## src/rtl/ecc_pkg.sv

```systemverilog
// ecc_pkg: shared constants, encodings and state type for the ECC ladder sequencer.
package ecc_pkg;
   localparam int MAX_BITS = 256;
   typedef enum logic [1:0] {BITS32, BITS64, BITS128, BITS256} mode_e;
   typedef enum logic [1:0] {OP_LOAD, OP_DBL, OP_ADD} op_e;
   typedef enum logic [2:0] {IDLE, SCAN, ISSUE, WAIT, DONE} state_e;
   function automatic int width_top(input logic [1:0] mode);
      return (32 << mode) - 1;
   endfunction
endpackage

```

## src/rtl/ecc_mode_mask.sv

```systemverilog
// ecc_mode_mask: masks the scalar to the selected width and reports its top bit index.
module ecc_mode_mask #(
   parameter int MAX_BITS = ecc_pkg::MAX_BITS,
   parameter int IDX_W = 8
) (
   input  logic [1:0]          mode,
   input  logic [MAX_BITS-1:0] k,
   output logic [MAX_BITS-1:0] k_masked,
   output logic [IDX_W-1:0]    top
);
   import ecc_pkg::*;
   always_comb begin
      int t;
      t = width_top(mode);
      top = IDX_W'(t);
      k_masked = k & ({MAX_BITS{1'b1}} >> (MAX_BITS - 1 - t));
   end
endmodule

```

## src/rtl/ecc_ladder_ctrl.sv

```systemverilog
// ecc_ladder_ctrl: MSB-first double-and-add command sequencer for the point-arithmetic unit.
// Define ECC_CONST_TIME_EN for a fixed 2*width-1 command stream with dummy-flagged ops.
module ecc_ladder_ctrl #(
   parameter int MAX_BITS = ecc_pkg::MAX_BITS,
   parameter int IDX_W = 8
) (
   input  logic                clk,
   input  logic                rst,
   input  logic                i_start,
   input  logic [1:0]          i_mode,
   input  logic [MAX_BITS-1:0] i_k,
   output logic                o_busy,
   output logic                o_done,
   output logic                o_inf,
   output logic                o_op_valid,
   output logic [1:0]          o_op_code,
   output logic                o_op_dummy,
   input  logic                i_op_ready,
   input  logic                i_op_done
);
   import ecc_pkg::*;
   state_e state, state_n;
   op_e pend, pend_n;
   logic [IDX_W-1:0] idx, idx_n, top;
   logic [MAX_BITS-1:0] k_r, k_n, k_masked;
   logic inf, inf_n, fin;
`ifdef ECC_CONST_TIME_EN
   logic dummy, dummy_n, started, started_n, add_slot, add_slot_n;
`endif
   ecc_mode_mask #(.MAX_BITS(MAX_BITS), .IDX_W(IDX_W)) u_mask (
      .mode(i_mode),
      .k(i_k),
      .k_masked(k_masked),
      .top(top)
   );
   always_ff @(posedge clk) begin
      if (rst) begin
         state <= IDLE;
         pend <= OP_LOAD;
         idx <= '0;
         k_r <= '0;
         inf <= 1'b0;
`ifdef ECC_CONST_TIME_EN
         dummy <= 1'b0;
         started <= 1'b0;
         add_slot <= 1'b0;
`endif
      end else begin
         state <= state_n;
         pend <= pend_n;
         idx <= idx_n;
         k_r <= k_n;
         inf <= inf_n;
`ifdef ECC_CONST_TIME_EN
         dummy <= dummy_n;
         started <= started_n;
         add_slot <= add_slot_n;
`endif
      end
   end
   always_comb begin
      state_n = state;
      pend_n = pend;
      idx_n = idx;
      k_n = k_r;
      inf_n = inf;
      fin = 1'b0;
`ifdef ECC_CONST_TIME_EN
      dummy_n = dummy;
      started_n = started;
      add_slot_n = add_slot;
`endif
      case (state)
         IDLE: if (i_start) begin
            state_n = SCAN;
            k_n = k_masked;
            idx_n = top;
            inf_n = 1'b0;
         end
`ifdef ECC_CONST_TIME_EN
         SCAN: begin
            state_n = ISSUE;
            pend_n = k_r[idx] ? OP_LOAD : OP_DBL;
            dummy_n = !k_r[idx];
            started_n = k_r[idx];
            add_slot_n = 1'b1;
         end
`else
         SCAN: if (k_r[idx]) begin
            pend_n = OP_LOAD;
            state_n = ISSUE;
         end else if (idx == '0) begin
            inf_n = 1'b1;
            state_n = DONE;
         end else
            idx_n = idx - IDX_W'(1);
`endif
         ISSUE: if (i_op_ready) begin
            state_n = WAIT;
            fin = i_op_done;
         end
         WAIT: fin = i_op_done;
         DONE: state_n = IDLE;
         default: state_n = IDLE;
      endcase
      // a finished command (possibly in its accept cycle) selects the next step
      if (fin) begin
`ifdef ECC_CONST_TIME_EN
         if (!add_slot) begin
            state_n = ISSUE;
            add_slot_n = 1'b1;
            pend_n = (k_r[idx] && !started) ? OP_LOAD : OP_ADD;
            dummy_n = !k_r[idx];
            started_n = started | k_r[idx];
         end else if (idx == '0) begin
            state_n = DONE;
            inf_n = !started;
         end else begin
            state_n = ISSUE;
            add_slot_n = 1'b0;
            idx_n = idx - IDX_W'(1);
            pend_n = OP_DBL;
            dummy_n = !started;
         end
`else
         if (pend == OP_DBL && k_r[idx]) begin
            pend_n = OP_ADD;
            state_n = ISSUE;
         end else if (idx == '0)
            state_n = DONE;
         else begin
            idx_n = idx - IDX_W'(1);
            pend_n = OP_DBL;
            state_n = ISSUE;
         end
`endif
      end
   end
   assign o_busy = state != IDLE;
   assign o_done = state == DONE;
   assign o_inf = inf;
   assign o_op_valid = state == ISSUE;
   assign o_op_code = o_op_valid ? pend : OP_LOAD;
`ifdef ECC_CONST_TIME_EN
   assign o_op_dummy = o_op_valid & dummy;
`else
   assign o_op_dummy = 1'b0;
`endif
endmodule

```

## config.mk

```make
export PLATFORM = sky130hd
export DESIGN_NAME = ecc_ladder_ctrl
export DESIGN_NICKNAME = d
export VERILOG_FILES = /design/src/rtl/ecc_pkg.sv /design/src/rtl/ecc_mode_mask.sv /design/src/rtl/ecc_ladder_ctrl.sv
export SDC_FILE = /design/constraint.sdc
export NUM_CORES = 1
export LEC_CHECK = 0
export ABC_AREA = 1
export CORE_MARGIN = 2
export CORE_UTILIZATION = 25
export DETAILED_ROUTE_END_ITERATION = 6
export GPL_TIMING_DRIVEN = 0
export SETUP_SLACK_MARGIN = 0.05
export SYNTH_ARGS = -nofsm -noshare
export SYNTH_HDL_FRONTEND = slang
export SYNTH_SLANG_ARGS = --single-unit
```

## constraint.sdc

```tcl
create_clock -name clk -period 2.8 [get_ports clk]
set_clock_uncertainty 0.1 [all_clocks]
set_input_delay 0.56 -clock clk [delete_from_list [all_inputs] [get_ports clk]]
set_output_delay 0.56 -clock clk [all_outputs]
set_load 0.005 [all_outputs]
```

# Yosys cells after proc, flatten, opt, wreduce, memory -nomap -nowiden
# Index checks and enable logic that the tools add are counted.
# word_totals
register_bits	270
mem_count	0
output_inout_bits	7
input_bits	263
wordCells	61
latch_bits	0
rom_bits	0
ramBits	0
# classes
bitwise	1
magnitude_cmp	1
div_mod_pow	0
reduce_logical	8
addsub	3
n_mux	29
shifts	2
eq_ne	12
n_mul	0
# ops
cell	n
256-bit AND	1
256-bit by 32-bit >> shifter with 256-bit output (first input constant)	1
8-bit 2-to-1 mux	6
6-bit by 2-bit << shifter with 32-bit output (first input constant)	1
32-bit by 2-bit subtractor with 32-bit output (second input constant)	1
9-bit by 32-bit subtractor with 32-bit output (first input constant)	1
3-bit 2-to-1 mux	7
8-bit one-hot mux with 2 select lines	1
2-bit 2-to-1 mux	6
3-bit one-hot mux with 4 select lines	1
8-bit by 9-bit less-than comparator with 1-bit output (second input constant)	1
1-bit binary-select mux with 8-bit select	1
8-bit zero test	1
2-bit != test (second input constant)	4
4-bit AND reduction	2
8-bit by 1-bit subtractor with 8-bit output (second input constant)	1
3-bit by 2-bit == test with 1-bit output (second input constant)	2
1-bit 2-to-1 mux	5
4-bit != test (second input constant)	1
1-bit one-hot mux with 2 select lines	2
3-bit by 1-bit == test with 1-bit output (second input constant)	1
3-bit == test (second input constant)	1
3-bit zero test	1
3-bit by 1-bit != test with 1-bit output (second input constant)	1
other kinds (6)	6

# Depth between registers and ports, before layout
# logic_depth
word_depth	7
depth_mapped	23
ltp_nobuf	21

# Cells and area by module
# From an unflattened synthesis, not the netlist that was laid out.
# hier_totals
cells_unflattened	2395
area_unflattened_um2	14397.6
# modules_own_cells
mod	instances	area_each_um2	cells_each	seq_area_each_um2
ecc_ladder_ctrl	1	12416.9	1880	5405.2
ecc_mode_mask	1	1980.6	515	0.0

# Worst setup path before layout
# OpenSTA, ideal clock, no wires.
# synth_path
kind	register to register
from	register idx[0]
to	register idx[1]
synth_period_minus_slack_ps	2276
path_buffers	4
setup_slack_ps	524
setup_ps	115
t_required_ps	2585
stages_incl_launch_ff	18
arrival_ps	2062
cell_sequence	dfxtp_1 buf_6 inv_4 buf_6 buf_4 ha_1 inv_1 nor2_1 nand3_1 nor2_1 nand2_1 nand2_1 inv_1 nand2_4 buf_6 nand2_1 nor2_1 nor2_1
# synth_via
elab_chain_len	7
elab_cells_between_ends	11
classes_between	add/sub (1); mux (8); reduce/logical (2)
# synth_rtl
element	line_no	rtl
from (decl)	ecc_ladder_ctrl.sv:24	logic [IDX_W-1:0] idx, idx_n, top;
from (signal assigned)	ecc_ladder_ctrl.sv:51	idx <= idx_n;
1-bit binary-select mux with 8-bit select, or another cell as far along	ecc_ladder_ctrl.sv:89, ecc_ladder_ctrl.sv:126	
1-bit 2-to-1 mux (implied by the code) or 8-bit 2-to-1 mux (tied branches)	ecc_ladder_ctrl.sv:89, ecc_ladder_ctrl.sv:126, ecc_ladder_ctrl.sv:92	
8-bit 2-to-1 mux	ecc_ladder_ctrl.sv:89	SCAN: if (k_r[idx]) begin
8-bit one-hot mux with 2 select lines	ecc_ladder_ctrl.sv:73	case (state)
8-bit 2-to-1 mux	ecc_ladder_ctrl.sv:129	end else if (idx == '0)
8-bit 2-to-1 mux	ecc_ladder_ctrl.sv:126	if (pend == OP_DBL && k_r[idx]) begin
8-bit 2-to-1 mux *	ecc_ladder_ctrl.sv:107	if (fin) begin
# Mark *: on every way between the ends. The rest lies on a longest branch, timed or not. The select of a mux whose other input is x is not followed.
# A chain may end at the register's enable or synchronous reset.

# Final worst setup path
# layout_path
from	register state[0]
to	output port o_op_code[0]
# layout_via
elab_chain_len	2
# layout_rtl
element	line_no	rtl
from (decl)	ecc_ladder_ctrl.sv:22	state_e state, state_n;
from (signal assigned)	ecc_ladder_ctrl.sv:49	state <= state_n;
3-bit by 2-bit == test with 1-bit output	ecc_ladder_ctrl.sv:142	assign o_op_valid = state == ISSUE;
2-bit 2-to-1 mux	ecc_ladder_ctrl.sv:143	assign o_op_code = o_op_valid ? pend : OP_LOAD;
to (decl)	ecc_ladder_ctrl.sv:16	output logic [1:0] o_op_code,
# Every way passes these cells.

==> impl_results.md <==
- Slew @ Worst Pin: 0.897 ns
- Critical path peak fanout: 5
- Reg2Reg Setup Slack: 0.17 ns
- Ys async rst share: 0
- Hold/Removal Path Class: register to register
- Detail Placement HPWL: 40,600 um
- Core area: 50,200 um^2
- Switching share of power: 0.422
- Post-synth top area share: 0.425
- #FFs+latches synth: 270
- Final setup vio count: 0
- Fin crit share: 0.943
- Final Hold Viols: 0
- ANT nets after route: 0
- TritonCTS buffer count: 31
- Min Clock Period, post-route: 2.64 ns
- # H-tree levels: 1
- Syn Nets: 2,213
- Reg-to-Reg End: k_r[67]
- CP max stage delay: 0.54 ns
- DRT iter0 DRCs: 1,000
- Initial Util: 0.254
- Total gr overflow: 0
- Worst Setup End Kind: primary output
- Clock Latency Late Sink: 0.58 ns
- Post-layout nets: 2,535
- DRC Markers: 0
- CTS Buffer Depth: 3
- Cell taking the most area after synthesis: dfxtp_1
- Sequential-to-total area share from yosys stat: 0.425
- Int Power: 9.55 mW
- Lkg Pwr: 6.76 nW
- Synth Area in Adders: 0.000983
- I/O pin count: 270
- Fin Hold WS: 0.349 ns
- Worst reg-to-reg path cell count: 9
- Gr usage total: 0.202
- Post-Synth XOR/XNOR Area: 0.00275
- Setup_tns: 0 ns
- CP Class: register to primary output
- Syn Inst Count: 1,949
- Final Core Density: 0.358
- Net Switching: 6.97 mW
- Simple-gate portion of the synthesized area: 0.339
- CP Data Arrival Time: 1.98 ns
- Flip-flop and latch area: 5410 um^2
- Max VDD drop: 0.000524 V
- Logic pwr share: 0.458
- Post-detailed-route wirelength per cell: 18.6 um
- Sequential power share: 0.285
- Max cap viols: 0
- Clock slew at reported path FFs: 0.06 ns
- Final WL: 55,200 um
- Startpoint Class: register
- Crit path buf inv count: 1
- CP Cell Sequence: nor2_1, nand2_1, nor2_1, clkdlybuf4s50_1
- Multi-input logic area: 6330 um^2
- Hold depth: 2
- CTS tree: built
- Post-synthesis compound-gate area fraction: 0.144
- Slew headroom: 0.402
- Largest cells by area after synthesis: dfxtp_1 42%, nand2_1 21%, a21oi_1 11%
- Cell Pwr Density: 921 nW/um^2
- Port Buffers: 267
- EDFF count, synth: 0
- Vias/cell: 4.70
- Max Freq: 379 MHz
- Ys flop type: dfxtp_1
- Drt first pass iters: 6
- Clock share of power: 0.256
- Largest net degree at the start of global routing: 15
- Status: completed
- Mapped Avg Cell Area: 6.53 um^2
- Die area: 52,700 um^2
- Post-Syn Area: 12,700 um^2
- FILL cells: 5,353
- Die Height: 230 um
- Fraction of layout cells with a size suffix above 1: 0.0776
- Largest family of logic cells by synthesized area: simple AND/OR/NAND/NOR gates
- Routed vias: 13,958
- RSZ-0062 raised after global routing: true
- DIE WIDTH: 230 um
- Final Max Slew Viols: 0
- CP max stage cell: clkdlybuf4s50_1
- First-pass GRT wire length: 80,600 um
- R2r startpoint: state[1]
- Post-synthesis mux area share: 0
- Warnings from Yosys: 0
- Layout area overhead: 40.9%
- Placer Congestion: 0.869
- Most frequent cell on the critical path: nor2_1
- Crit path required time: 2.14 ns
- # rows: 82
- CP top delay family: buffers and inverters
- Sink Count: 270
- Hold wc startpoint: k_r[11]
- Unique masters post-synth: 29
- Hold EP: k_r[11]
- Initial antenna violation count: 3
- Number of global-route vias before repair: 13,675
- Root Driver: clkbuf_16
==> flip-flops by register name, summed over array words and instances, names as in the netlist <==
register	cells
idx	8
pend	2
state	3
o_inf	1
k_r	256
==> synthesized netlist by cell type (all sizes together), types with 3 or more instances <==
master and count:
nand3 242, o211ai 5, a21oi 281, dfxtp 270, nor2 91, nand2 720
inv 108, xor2 4, nor3 3, clkbuf 96, nand4 3, o21ai 68
buf 52
==> timing repair <==
item                       in CTS  in global routing
hold endpoints to repair        0                  0
pin swaps                       2                  9
buffers inserted                6                 14
hold buffers                    0                  0
gates resized for setup        55                 74
gates cloned                    0                  4
setup endpoints to repair     224                193
==> cells in the final DEF, fill, tap and decap left out, types with 10 or more instances in the layout <==
cell type	n
dfxtp_1	269
buf_12	10
clkbuf_8	11
nor2_1	83
o21ai_1	11
nand3_1	236
clkbuf_16	35
buf_2	14
nand2_1	710
o21ai_0	53
inv_1	103
buf_6	10
a21oi_1	276
clkbuf_1	87
buf_4	30
clkdlybuf4s50_1	266
==> per-stage QoR <==
stage	setup slack, ns	std cells	area [um^2]	total power, mW
finish	0.160	2967	17900	16.5
detailed placement	-1.01	2888	16200	11.5
global route	0.0419	2967	17900	17.5
global placement	-0.879	2888	16200	11.5
CTS	0.0629	2950	17500	16.0
floorplan	0.524	1949	12700	8.82
==> layer usage <==
layer,global-route usage,up-vias,share of wire
met3,0.0384,93,0.064
met1,0.258,6478,0.44
met2,0.344,456,0.47
met4,0.0576,4,0.031
met5,0,-,0.00058
li1,-,6927,-
==> final cells by class <==
class | count | area share
Sequential cell | 270 | 0.301
Multi-Input combinational cell | 1423 | 0.353
Buffer | 146 | 0.0525
Inverter | 108 | 0.0235
Timing Repair Buffer | 291 | 0.164
Clock inverter | 11 | 0.00774
Tap cell | 672 | 0.0469
Clock buffer | 45 | 0.0512
Antenna cell | 1 | 0.000140
==> power groups by stage <==
| stage | Sequential, mW | Combinational [mW] | Clock, mW |
|---|---|---|---|
| 4_1_cts | 4.69 | 7.04 | 4.31 |
| 2_1_floorplan | 4.68 | 4.14 | 0 |
| 3_3_place_gp | 4.75 | 6.74 | 0 |
| 3_5_place_dp | 4.76 | 6.78 | 0 |
| 5_1_grt | 4.77 | 8.23 | 4.46 |
| 6_report | 4.71 | 7.57 | 4.24 |
==> worst reg2reg max path, stage by stage (launching register included) <==
cell	delay [ns]
dfxtp_1	0.42
nor2_2	0.09
inv_1	0.13
nor2_2	0.07
nand2_1	0.22
clkbuf_4	0.37
buf_2	0.47
clkbuf_1	0.43
nand2_1	0.10
a21oi_1	0.16
==> worst max-delay path by stage <==
stage,startpoint,to,slack (ns),cells after the start
after global routing,idx[0],idx[0],0.04,21
after detailed placement,i_start,k_r[127],-1.01,7
after global placement,i_start,k_r[126],-0.88,7
after floorplan,idx[0],idx[1],0.52,17
final,state[0],o_op_code[0],0.16,4
after CTS,idx[2],idx[1],0.06,17
==> kinds of logic after synthesis <==
kind of cell | after synthesis
buffers and inverters | 256
and+or+nand+nor | 1059
DFF | 270
adders and majority gates | 1
AOI/OAI and AO/OA | 358
xor gates and xnor gates | 4
other | 1
No activity file was read; power rests on OpenSTA's default activity.
